--- src/rtl/fetch_seq.sv ---
// Fetch-stage sequencer: owns the PC, runs the instruction-memory request/ready
// handshake and resolves branch redirects against hazard stalls for IF/ID.
module fetch_seq #(
    parameter int              N        = 64,
    parameter logic [N-1:0]    RESET_PC = '0
) (
    input  logic          clk,
    input  logic          reset,
    input  logic          PCSrc_F,
    input  logic [N-1:0]  PCBranch_F,
    input  logic          stall_F,
    input  logic          imem_ready,
    output logic          imem_req,
    output logic [N-1:0]  imem_addr_F,
    output logic          instr_valid_F,
    output logic          flush_D
);

    typedef enum logic {
        FETCH = 1'b0,
        HOLD  = 1'b1
    } state_t;

    localparam logic [N-1:0] PC_STEP    = N'(4);
    localparam logic [N-1:0] ALIGN_MASK = ~N'(3);

    state_t        state;
    logic [N-1:0]  pc;
    logic          pend;
    logic [N-1:0]  pend_tgt;

    logic          redir;
    logic [N-1:0]  branch_tgt;
    logic [N-1:0]  tgt;
    logic [N-1:0]  pc_plus4;

    // Targets are word aligned; a live redirect always beats one parked during a wait.
    assign branch_tgt  = PCBranch_F & ALIGN_MASK;
    assign redir       = PCSrc_F | pend;
    assign tgt         = PCSrc_F ? branch_tgt : pend_tgt;
    assign pc_plus4    = pc + PC_STEP;
    assign imem_addr_F = pc;

    always_comb begin
        imem_req      = 1'b0;
        instr_valid_F = 1'b0;
        flush_D       = 1'b0;
        if (!reset) begin
            unique case (state)
                FETCH: begin
                    imem_req = 1'b1;
                    if (!imem_ready) begin
                        flush_D = PCSrc_F;
                    end else if (redir) begin
                        flush_D = 1'b1;
                    end else begin
                        instr_valid_F = 1'b1;
                    end
                end
                HOLD: begin
                    if (PCSrc_F) begin
                        flush_D = 1'b1;
                    end else begin
                        instr_valid_F = 1'b1;
                    end
                end
                default: begin
                    imem_req = 1'b0;
                end
            endcase
        end
    end

    // HOLD keeps the address steady so a combinational memory keeps presenting
    // the stalled instruction without issuing a new request.
    always_ff @(posedge clk) begin
        if (reset) begin
            pc       <= RESET_PC;
            state    <= FETCH;
            pend     <= 1'b0;
            pend_tgt <= '0;
        end else begin
            unique case (state)
                FETCH: begin
                    if (!imem_ready) begin
                        if (PCSrc_F) begin
                            pend     <= 1'b1;
                            pend_tgt <= branch_tgt;
                        end
                    end else if (redir) begin
                        pc   <= tgt;
                        pend <= 1'b0;
                    end else if (stall_F) begin
                        state <= HOLD;
                    end else begin
                        pc <= pc_plus4;
                    end
                end
                HOLD: begin
                    if (PCSrc_F) begin
                        pc    <= branch_tgt;
                        state <= FETCH;
                    end else if (!stall_F) begin
                        pc    <= pc_plus4;
                        state <= FETCH;
                    end
                end
                default: begin
                    state <= FETCH;
                end
            endcase
        end
    end

endmodule

--- config.mk ---
export PLATFORM = sky130hd
export DESIGN_NAME = fetch_seq
export DESIGN_NICKNAME = d
export VERILOG_FILES = /design/src/rtl/fetch_seq.sv
export SDC_FILE = /design/constraint.sdc
export NUM_CORES = 1
export LEC_CHECK = 0
export BUFFER_PORTS_ARGS = -buffer_cell sky130_fd_sc_hd__buf_2
export CORE_ASPECT_RATIO = 1.75
export CORE_MARGIN = 2
export CORE_UTILIZATION = 40
export DETAILED_ROUTE_END_ITERATION = 16
export SYNTH_ARGS = -nofsm -noshare
export SYNTH_HDL_FRONTEND = slang
export SYNTH_SLANG_ARGS = --single-unit
--- constraint.sdc ---
create_clock -name clk -period 3.5 [get_ports clk]
set_input_delay 0.175 -clock clk [delete_from_list [all_inputs] [get_ports clk]]
set_output_delay 0.175 -clock clk [all_outputs]
set_load 0.005 [all_outputs]
==> results of run 1 <==
through the flow:
step,std cells,setup WS [ps],util [%],power [uW]
after detailed placement,1314,706.3,45.75,2228
after CTS,1378,685.5,50.92,3996
final,1378,669.0,50.92,3978
after global routing,1378,474.7,50.92,4138
after floorplan,1003,1096,-,1986
after global placement,1314,771.2,45.75,2220
layout make-up:
| class | instances | share of cell area, % |
|---|---|---|
| clock buffer | 24 | 5.419 |
| clock inverter | 6 | 0.9009 |
| inverter | 15 | 0.6334 |
| multi-input combinational | 780 | 46.78 |
| sequential | 130 | 29.28 |
| tap | 231 | 3.252 |
| timing repair buffer | 192 | 13.74 |
registers in the layout, summed over array words and instances, names as in the netlist:
register and flops:
imem_addr_F 64, pend 1, pend_tgt 64, state 1
where the power goes:
| part | internal [uW] | leakage [uW] | switching, uW |
|---|---|---|---|
| clock network | 1090 | 0.000280 | 655 |
| logic | 234 | 0.00207 | 338 |
| registers | 1560 | 0.00107 | 95.1 |
routing by layer:
layer | up-vias | track usage [%]
met5 | - | 0
met4 | 0 | 13.49
met3 | 59 | 3.978
met2 | 264 | 48.24
met1 | 3821 | 31.13
li1 | 3882 | -
layout by cell type, fill, tap and decap left out, drive strengths merged, types with 5 or more instances in the layout:
master,n
a211oi,16
a21oi,151
a221oi,13
a22o,9
a22oi,15
a31oi,10
and2,6
and3,12
and4,5
buf,158
clkbuf,24
dfxtp,130
dlygate4sd3,34
inv,15
nand2,209
nand2b,6
nand3,20
nand4,19
nor2,77
nor3,38
nor3b,5
nor4,9
o21ai,74
o221ai,6
o22ai,11
or2,5
xnor2,5
final timing paths:
| kind | startpoint | endpoint | slack, ps |
|---|---|---|---|
| worst max-delay path | imem_addr_F[7] | imem_addr_F[61] | 670 |
| worst min-delay path | PCBranch_F[30] | pend_tgt[30] | 5 |
| worst max register to register | imem_addr_F[7] | imem_addr_F[61] | 670 |
| worst min register to register | pend_tgt[25] | pend_tgt[25] | 450 |
worst max-delay path, cell delays in order (launching register included):
cell and delay, ps:
sky130_fd_sc_hd__dfxtp_1 490, sky130_fd_sc_hd__nand4_2 230, sky130_fd_sc_hd__nor3b_1 260, sky130_fd_sc_hd__buf_4 170, sky130_fd_sc_hd__nand4_1 420, sky130_fd_sc_hd__nor3_1 610
sky130_fd_sc_hd__o21ai_0 150, sky130_fd_sc_hd__a221oi_1 280, sky130_fd_sc_hd__o22ai_1 110
timing repair:
item	in CTS	in global routing
hold endpoints to repair	34	0
setup endpoints to repair	0	0
resized for setup	0	0
hold buffers	34	0
kinds of logic (layout without fill, tap and decap cells):
kind of cell / Yosys count / count (layout)
adders and majority gates: 1 / 1
muxes: 4 / 4
and+or+nand+nor: 430 / 430
xor gates and xnor gates: 8 / 8
DFF: 130 / 130
buffers and inverters: 93 / 237
AOI/OAI and AO/OA: 337 / 337
==> out/summary.md, run 1 <==
The number of distinct library cells after synthesis came out at 61. The slew at the pin closest to its max-slew limit came out at 1047 ps. After synthesis, the mean cell area works out to 7.064 um^2. The logs give 1206 for the net count reported at finish and 130 for the total number of clock tree sinks.

The worst setup path is launched from a flop. The clock tree synthesis step divided the H-tree into 4 levels. The first routing iteration left 497 violations. The run gives 0 as the count of warnings emitted by yosys.

In this run the top signal layer used is met4. The worst IR drop on VDD is 0.0003045 V, and the post-detailed-route wirelength per cell is 18.75 um. Setup repair after global routing left no endpoint under its margin. The finished cells cover 8889 um^2. The logs give 17460 um^2 for the area of the core and 430 ps for the latest clock arrival within the worst-skew pair. Fill cells in the final layout number 1803. The clock arrives with 11.00 ps of skew. The tools report the number of pins exceeding their max-slew limit in the final report as 0. Data on the critical path is required at its endpoint by 3800 ps. Clock tree root buffer cell: sky130_fd_sc_hd__clkbuf_16. Die boundary height: 180.1 um. The count of boundary I/O pins was 136; the first-pass GRT wire length was 40680 um. The critical path arrival is 3130 ps, and the post-synthesis simple-gate area fraction is 28.09%. The number of placement rows came out at 64. Once the clock tree was built, the setup fixing pass inserted 0 buffers. For the total negative setup slack, the log shows 0 ps. TritonCTS built the clock tree.

In this run, CTS created clock tree buffers numbering 17. Along the worst hold path, the cell count comes to 3. Port buffering added 133 buffers.

After synthesis, the largest family of logic cells by area is compound AO/OA/AOI/OAI gates. The setup path with the least slack is of type reg2reg. For the total global routing track utilization, the log shows 27.03%. The detailed-route wire length on metal 1 was 10230 um; the number of antenna repair diodes was 0. The synthesized design spends more area on one cell type than any other, namely sky130_fd_sc_hd__dfxtp_1. In this run the remaining antenna-violating nets after routing total 0. The post-place instance area came out at 7986 um^2.

The initial utilization of the core area, before any placement, comes to 40.59%. Depth of the most critical reg-to-reg path: 8. The peak fanout along the critical path was 9; the layout cell share with drive strength beyond 1 was 17.70%.

The min-delay analysis places its worst path in the category in2reg. Post-synthesis share of cell area spent on xor and xnor gates: 0.9889%. The synthesized netlist devotes 28.47% of its cell area to compound gates. The run gives 18840 um^2 as the area enclosed by the die boundary. Subtracting the final worst setup slack from the clock period gives 2831 ps. Setup violations remaining at the end of the flow were counted as 0.

The multi-input combinational cells in the finished layout cover a total of 4158 um^2. For this run, the leading register cell type out of synthesis is sky130_fd_sc_hd__dfxtp_1. The run gives 17380 um as the post-detailed-placement half-perimeter wirelength. The number of enable-type register cells in the synthesized netlist works out to 0. For this run, the top clock speed supported by timing is 0.3532 GHz.

The synthesized net count was 1073. STA classifies the critical path endpoint as a flop. The congestion estimate from routability-driven global placement came to 0.8589. The post-detailed-routing wire length was 25840 um. The tool flagged a number of max-cap violations equal to 0. The area growth from synthesis to layout is 25.45%. The share of synthesized area in the top cell type comes to 36.73%.

The run gives 8026 as the via count. The initial antenna violation count came out at 0. The synthesized netlist occupies a cell area of 7086 um^2. Entering global routing, the biggest net connects 74 pins.

The fraction of synthesis flops using an asynchronous set or reset pin is 0%. For the minimum hold slack, the log shows 4.917 ps. The number of global-route vias before repair came out at 7613.

The run gives 0.003413 uW as the leakage power. The flow ran to the end, and the final reports show no timing, DRC or antenna violations. Number of standard cells after synthesis: 1003.

In the synthesized netlist, mux cells make up 0.6004% of the area. The portion of the clock cycle consumed by the worst path in the final layout works out to 80.89%. The floorplan step set the die width to 104.6 um. Registers take 2603 um^2. The final count of hold timing violations was 0.

Power spread over the standard cell area amounts to 447.5 nW/um^2. The tools report the total DRC errors in the routed layout as 0. Summing the areas of all fa, ha and maj instances in the mapped netlist gives 0.1766% of the synthesized area. Routed length on met2: 13290 um. sky130_fd_sc_hd__nand2_1 is the most common cell in the netlist.

The routed design uses 1311 um of met3 wire. After synthesis, the most frequently instantiated cells are sky130_fd_sc_hd__nand2_1 (209), sky130_fd_sc_hd__a21oi_1 (151), sky130_fd_sc_hd__dfxtp_1 (130). The detailed-route vias per instance works out to 5.824. Summing the sequential cell areas from Yosys gives 36.73% of the chip area. Yosys attributes the largest share of cell area to sky130_fd_sc_hd__dfxtp_1 (37%), sky130_fd_sc_hd__nand2_1 (11%), sky130_fd_sc_hd__a21oi_1 (11%), sky130_fd_sc_hd__o21ai_0 (5.2%), sky130_fd_sc_hd__nor2_1 (4.1%). The total iterations of the first detailed-routing run came out at 5. The overflow left after global routing was 0. Measured against its own limit, the worst slew margin works out to 30.10%. The number of buffers on the longest clock path was 2; the flip-flop and latch count after synthesis was 130. The clock-pin slew reported for the worst setup and hold paths after clock tree synthesis came out at 60 ps.
No activity file was read; power rests on OpenSTA's default activity.
==> run 2, diff against run 1 <==
Settings changed: ABC_AREA set to 1.
Clock period 3.5 ns to 2.85 ns, I/O delays scaled along.
==> out/summary.md, run 2 <==
The tools report the DRC violation total after the first TritonRoute iteration as 640 (+29%). The slew at the pin closest to its max-slew limit came out at 783.4 ps (-263.9 ps). The headroom to the max-slew limit is 47.77% (+18 points), and the net count reported at finish is 1541 (+28%). TritonCTS built the clock tree. Horizontal die dimension: 112.0 um (+7.1%). The largest area contributor in the netlist was sky130_fd_sc_hd__dfxtp_1. The peak fanout along the critical path came out at 12 (+3). The via count was 9575 (+19%); the post-synthesis mux area share was 0% (-0.60 points). The layout overhead on the synthesized area works out to 23.72%. The type of the worst setup path is reg2out. The layout cell share with drive strength beyond 1 works out to 16.37% (-1.3 points). The total global routing track utilization came out at 30.34% (+3.3 points). The run gives 45 (-26%) as the number of distinct library cells after synthesis. Power share of the sequential group: 40.4% (-1.3 points).

The total iterations of the first detailed-routing run was 5 (unchanged). The top cell types in the final layout, fill and taps aside, are sky130_fd_sc_hd__nand2_1 (276), sky130_fd_sc_hd__nor2_1 (205), sky130_fd_sc_hd__o21ai_0 (139). The most frequently used flop master after synthesis was sky130_fd_sc_hd__dfxtp_1.

The logs give 2420 ps (-710 ps) for the critical path arrival and 0 (unchanged) for the antenna violation net count after detailed routing. For the quantity of gates resized following cts, the log shows 0 (unchanged). Setup repair after global routing left no endpoint under its margin. The leakage power was 0.004333 uW (+27%). The tools report the number of placement rows as 69 (+7.8%).

The tools report the number of H-tree levels as 4 (unchanged). The final count of hold timing violations was 0 (unchanged). The TritonCTS buffer count was 17 (unchanged). The clock period could shrink to 2563 ps. The post-synthesis share of cell area spent on xor and xnor gates came out at 1.164% (+0.18 points).

Flip-flop and latch count after synthesis: 130 (unchanged). The number of buffers on the longest clock path was 2 (unchanged). The setup skew after layout was 9.162 ps (-1.842 ps). Classification of the worst-slack hold path: in2reg. The startpoint of the worst-slack reg-to-reg timing path is imem_addr_F[2]. The share of synthesized cell area in full adder, half adder and majority cells is 0.1532% (-0.023 points), and the area of the mapped netlist is 8167 um^2 (+15%). The latest clock arrival within the worst-skew pair is 450 ps (+20 ps), and the total power density per cell area is 513.5 nW/um^2 (+15%). The post-synthesis simple-gate area fraction is 35.73% (+7.6 points), and the area of the core is 20200 um^2 (+16%). The number of global-route vias before repair came out at 9215 (+21%).

Count of final setup violators: 0 (unchanged). STA classifies the critical path endpoint as an output pin. The required time at the endpoint of the critical path was 2710 ps (-1090 ps). The root buffer cell chosen for the clock tree is sky130_fd_sc_hd__clkbuf_16. The run gives 1584 uW (+46%) as the power spent charging and discharging nets. The depth of the most critical reg-to-reg path is 10 (+2), and the post-detailed-routing wire length is 33040 um (+28%).

The clock-pin slew reported for the worst setup and hold paths after clock tree synthesis is 60 ps (about the same). The start point of the worst min-delay path was PCBranch_F[21]. The library cell used most frequently in the layout, excluding fill and tap cells, is sky130_fd_sc_hd__nand2_1. The tools report the reg-to-reg endpoint as imem_addr_F[42]. The run gives 0 (unchanged) as the total DRC errors in the routed layout. Minimum hold slack: 7.160 ps (+2.242 ps). Quantity of hold-fixing buffers added after cts: 42 (+24%). The count of warnings emitted by yosys is 0 (unchanged). The fraction of synthesis flops using an asynchronous set or reset pin came out at 0% (unchanged). The logs give 0 (unchanged) for the number of antenna repair diodes and 1.035 (+20%) for the last weighted congestion value of the routability-driven placer.

Number of instances on the worst hold path: 3 (unchanged). The synthesized net count came out at 1389 (+29%). For hold timing, the worst endpoint is pend_tgt[21]. STA classifies the critical path startpoint as a flop.

Ranked by total cell area, the synthesized netlist is headed by sky130_fd_sc_hd__dfxtp_1 (32%), sky130_fd_sc_hd__nand2_1 (13%), sky130_fd_sc_hd__nor2_1 (9.4%), sky130_fd_sc_hd__o21ai_0 (8.5%), sky130_fd_sc_hd__nand3_1 (6.9%). The tools report the count of boundary I/O pins as 136 (unchanged). The post-place instance area was 9095 um^2 (+14%). The maximum number of pins on one net before global-route repair was 76 (+2.7%). The final design instance area without fill was 10100 um^2 (+14%); the filler cell count was 2181 (+21%). The post-detailed-route wirelength per cell was 19.07 um (+1.7%); the area share of the largest cell type after synthesis was 31.87% (-4.9 points).

In the synthesized netlist, the cells that appear most often are sky130_fd_sc_hd__nand2_1 (276), sky130_fd_sc_hd__nor2_1 (205), sky130_fd_sc_hd__o21ai_0 (139). For the worst IR drop on VDD, the log shows 0.0004730 V (+55%). The detailed-route vias per instance is 5.528 (-5.1%). The run gives 0 (unchanged) as the number of max-capacitance violations reported. For the area enclosed by the die boundary, the log shows 21620 um^2 (+15%). For the number of pins exceeding their max-slew limit in the final report, the log shows 0 (unchanged).

The tools report the combinational power share as 16.5% (+2.1 points). The synthesized area divided by synthesized cell count came out at 6.191 um^2 (-12%). Total negative setup slack: 0 ps (unchanged). Clock share of power: 43.0% (-0.9 points).

Share of the synthesized area in compound gates (AO/OA/AOI/OAI): 22.14% (-6.3 points). The initial antenna violation count was 0 (unchanged). The flow ran to the end, and the final reports show no timing, DRC or antenna violations. The number of I/O port buffers was 133 (unchanged).

For the top achievable clock speed, the log shows 0.3902 GHz. The buffer count from post-CTS setup fixing is 0 (unchanged), and the setup slack of the worst register-to-register path is 460 ps (-210 ps). The run gives 1319 (+32%) as the number of standard cells after synthesis.

The initial cell density of the core is 40.42% (-0.16 points), and the total number of clock tree sinks is 130 (unchanged). The die boundary height is 193.0 um (+7.2%). For the share of synthesized area occupied by flip-flops and latches, the log shows 31.87% (-4.9 points). The share of total power consumed by net switching is 30.54% (+3.2 points). The portion of the clock cycle consumed by the worst path in the final layout works out to 89.92%.

Post-detailed-placement half-perimeter wirelength: 24650 um (+42%). After synthesis, the largest family of logic cells by area is simple AND/OR/NAND/NOR gates. The internal power consumption is 3604 uW (+25%). The overflow left after global routing came out at 0 (unchanged). sky130_fd_sc_hd__nand2_1 is the most common cell in the netlist. Number of enable-type register cells in the synthesized netlist: 0 (unchanged). For the first-pass GRT wire length, the log shows 50090 um (+23%).
==> run 2: cell count changes after synthesis, sizes merged, moves of 64 or more <==
cell,change
inv,+101
a21oi,-64
nand3,+96
o21ai,+76
nor2,+150
nand2,+76
==> run 2: power groups by stage <==
stage | logic, uW | clock network, uW | registers, uW
2_1_floorplan | 482 | 0 | 2080
3_3_place_gp | 800 | 0 | 2130
3_5_place_dp | 808 | 0 | 2130
4_1_cts | 856 | 2270 | 2090
5_1_grt | 947 | 2330 | 2110
6_report | 856 | 2230 | 2100
==> run 2: cells by family after synthesis <==
family	Yosys count
simple gates	668
compound gates	321
buf+inv	189
flops	130
xor+xnor	10
fa+ha+maj	1
==> run 2: stage by stage <==
| step | utilization (%) | total power (uW) | worst slack [ps] | cells |
|---|---|---|---|---|
| 2_1_floorplan | - | 2564 | 1088 | 1319 |
| 3_3_place_gp | 45.02 | 2931 | 537.0 | 1658 |
| 3_5_place_dp | 45.02 | 2941 | 508.9 | 1658 |
| 4_1_cts | 50.01 | 5215 | 296.7 | 1732 |
| 5_1_grt | 50.01 | 5382 | 171.8 | 1732 |
| 6_report | 50.01 | 5188 | 287.1 | 1732 |
==> run 2: how the worst max path moves through the flow <==
stage | startpoint | to | depth (start not counted)
after global routing | state | flush_D | 4
after detailed placement | state | imem_addr_F[13] | 6
after global placement | state | imem_addr_F[13] | 6
after CTS | state | flush_D | 4
after floorplan | imem_addr_F[2] | imem_addr_F[58] | 12
final | state | flush_D | 4
==> run 2: layout make-up <==
type | count | area (um^2) | area share [%]
Timing Repair Buffer | 203 | 1321 | 13.08
Sequential cell | 130 | 2603 | 25.76
Inverter | 119 | 447.9 | 4.433
Clock buffer | 19 | 452.9 | 4.483
Clock inverter | 13 | 135.1 | 1.337
Tap cell | 248 | 310.3 | 3.071
Multi-Input combinational cell | 1000 | 4833 | 47.84
==> run 2: critical path, stage by stage (launching register included) <==
cell,delay (ps)
sky130_fd_sc_hd__dfxtp_1,520
sky130_fd_sc_hd__nand2_1,290
sky130_fd_sc_hd__clkinv_1,430
sky130_fd_sc_hd__nor4_1,540
sky130_fd_sc_hd__buf_2,200
==> run 2: routing by layer <==
| metal | global-route usage, % | vias to the layer above | share of wire (%) |
|---|---|---|---|
| met3 | 4.533 | 103 | 4.5 |
| met2 | 55.97 | 325 | 51 |
| met4 | 24.91 | 0 | 8.5 |
| li1 | - | 4699 | - |
| met1 | 29.85 | 4448 | 36 |
| met5 | 0 | - | 0 |
==> run 3, diff against run 2 <==
Settings changed: CORE_ASPECT_RATIO 1.75 to 2, MAX_ROUTING_LAYER set to met4.
==> out/summary.md, run 3 (synthesis results as in run 2) <==
The flow ran to the end, and the final reports show no timing, DRC or antenna violations. The tools report the final design instance area without fill as 9971 um^2 (-1.3%). First-pass GRT wire length: 46550 um (-7.1%). The worst setup path is captured at a flop.

The critical path arrival was 2700 ps (+280 ps); the count of final setup violators was 0 (unchanged). The detailed-route vias per instance was 5.445 (-1.5%). The routed length on met2 is 13380 um (-21%). TritonCTS built the clock tree.

For the number of pins exceeding their max-slew limit in the final report, the log shows 0 (unchanged). The horizontal die dimension works out to 105.0 um (-6.2%). The latest clock arrival within the worst-skew pair was 420 ps (-30 ps). In the layout the commonest cells are sky130_fd_sc_hd__nand2_1 (276), sky130_fd_sc_hd__nor2_1 (205), sky130_fd_sc_hd__o21ai_0 (139). For the post-detailed-routing wire length, the log shows 29820 um (-9.7%). The last weighted congestion value of the routability-driven placer was 0.8770 (-15%); the number of antenna repair diodes was 0 (unchanged).

The number of I/O port buffers is 133 (unchanged), and the headroom to the max-slew limit is 30.36% (-17 points). Type of the worst setup path: reg2reg. The run gives 5237 uW (+0.96%) as the total power consumption of the routed design.

The DRC violation total after the first TritonRoute iteration came out at 793 (+24%). Among all stages on the critical path, the largest delay is contributed by sky130_fd_sc_hd__inv_1. The net count reported at finish came out at 1522 (-1.2%). For the total iterations of the first detailed-routing run, the log shows 5 (unchanged). The quantity of hold-fixing buffers added after cts is 27 (-36%), and the minimum clock period is 2398 ps (-165.2 ps).

The total global routing track utilization was 28.33% (-2.0 points); the total power density per cell area was 525.3 nW/um^2 (+2.3%). Setup repair after global routing left no endpoint under its margin. Buffer count from post-CTS setup fixing: 0 (unchanged).

The run gives 21640 um^2 (+0.11%) as the area enclosed by the die boundary. Relative to the synthesized area, the layout overhead comes to 22.09%. The buffer and inverter count on the worst path was 2 (unchanged); the total DRC errors in the routed layout was 0 (unchanged). The delay of the slowest critical-path stage was 470 ps (-70 ps). The run gives 0 (unchanged) as the initial antenna violation count. The via count came out at 9426 (-1.6%). Leaving out fill and tap cells, the most frequent cell in the layout is sky130_fd_sc_hd__nand2_1. Cell with the most instances on the worst path: sky130_fd_sc_hd__nand2_1. The peak fanout along the critical path was 14 (+2); the required time at the endpoint of the critical path was 3150 ps (+440 ps).

The number of placement rows came out at 74 (+7.2%). The worst IR drop on VDD was 0.0004244 V (-10%). The die boundary height is 206.1 um (+6.8%).

The number of max-capacitance violations reported is 0 (unchanged), and the post-detailed-route wirelength per cell is 17.23 um (-9.7%). STA classifies the critical path startpoint as a flop. The tools report the quantity of gates resized following cts as 0 (unchanged).

The detailed-route wire length on metal 1 came out at 13220 um (+12%). The run gives 0 (unchanged) as the final count of hold timing violations. Top achievable clock speed: 0.4171 GHz (+6.9%).

CTS placed an instance of sky130_fd_sc_hd__clkbuf_16 at the clock tree root. The area of the core came out at 20180 um^2 (about the same). Count of boundary I/O pins: 136 (unchanged). The gate family responsible for the most delay along the worst path was simple AND/OR/NAND/NOR gates.

The highest metal layer carrying signal wires in the routed design is met4. The maximum number of pins on one net before global-route repair came out at 107 (+41%). The run gives 2069 um (+38%) as the detailed-routed wire length on met3. The total number of clock tree sinks is 130 (unchanged), and the portion of the clock cycle consumed by the worst path in the final layout is 84.13% (-5.8 points). The slew at the pin closest to its max-slew limit was 1045 ps (+261.1 ps); the post-detailed-placement half-perimeter wirelength was 21300 um (-14%). The post-place instance area is 9075 um^2 (-0.22%).

The TritonCTS buffer count is 17 (unchanged). Walking the worst path, the cells encountered are buf_4 -> nand2_1 -> nand2_1 -> nor2_2 -> inv_1 -> o311ai_0 -> a21oi_1. The layout cell share with drive strength beyond 1 came out at 16.18% (-0.20 points). The logs give 0 (unchanged) for the antenna violation net count after detailed routing and 2 (unchanged) for the number of buffers on the longest clock path.

The tools report the setup skew after layout as 9.894 ps (+0.7313 ps). The initial cell density of the core is 40.46% (about the same). The filler cell count is 2162 (-0.87%). Clock-pin slew reported for the worst setup and hold paths after clock tree synthesis: 60 ps (about the same). Number of global-route vias before repair: 8620 (-6.5%). The total negative setup slack is 0 ps (unchanged).

The overflow left after global routing came out at 0 (unchanged). The number of H-tree levels was 4 (unchanged); the leakage power was 0.004273 uW (-1.4%). In this run the worst hold path is classified as in2reg.
[run 3: changes by cell type in the layout (fill, tap and decap cells not counted), sizes merged]
cell	change
clkinvlp	-3
inv	-1
clkbuf	+5
dlygate4sd3	-15
buf	-4
clkinv	-2
bufinv	+1
[run 3: layout make-up]
cell class / instances / area, um^2 / area share, %
flip-flops and latches: 130 / 2603 / 26.10
repair buffers: 184 / 1129 / 11.32
clock buffers: 24 / 501.7 / 5.032
clock inverters: 8 / 123.9 / 1.242
well taps: 266 / 332.8 / 3.338
inverters: 119 / 447.9 / 4.492
multi-input cells: 1000 / 4833 / 48.48
[run 3: final timing paths]
kind | slack, ps | start | cells past startpoint | to
worst max register to register | 450 | state | 7 | imem_addr_F[13]
worst min register to register | 450 | pend_tgt[8] | 2 | pend_tgt[8]
worst min-delay path | 8 | PCBranch_F[56] | 3 | pend_tgt[56]
worst max-delay path | 450 | state | 7 | imem_addr_F[13]
[run 3: where the power goes]
| part | total [uW] | switching (uW) | internal, uW |
|---|---|---|---|
| clock network | 2340 | 848 | 1490 |
| registers | 2070 | 130 | 1940 |
| logic | 824 | 506 | 319 |
| total | 5240 | 1480 | 3750 |
[run 3: worst register-to-register path, stage by stage, from the launching register on]
cell and delay, ps:
sky130_fd_sc_hd__dfxtp_1 360, sky130_fd_sc_hd__buf_4 230, sky130_fd_sc_hd__nand2_1 260, sky130_fd_sc_hd__nand2_1 130, sky130_fd_sc_hd__nor2_2 450, sky130_fd_sc_hd__inv_1 470
sky130_fd_sc_hd__o311ai_0 270, sky130_fd_sc_hd__a21oi_1 110
[run 3: per-stage QoR]
stage	hold WS, ps	instances	util (%)	setup slack [ps]
final	7.757	1731	49.40	452.3
after global routing	15.98	1731	49.40	313.8
after CTS	0.7115	1731	49.40	514.5
after detailed placement	408.5	1672	44.96	525.7
after global placement	394.3	1672	44.96	549.9
after floorplan	291.3	1319	-	1088
[run 3: metal layers]
layer	global-route usage (%)	vias up
li1	-	4651
met1	37.96	4295
met2	42.58	420
met3	4.289	60
met4	11.81	0
met5	-	-
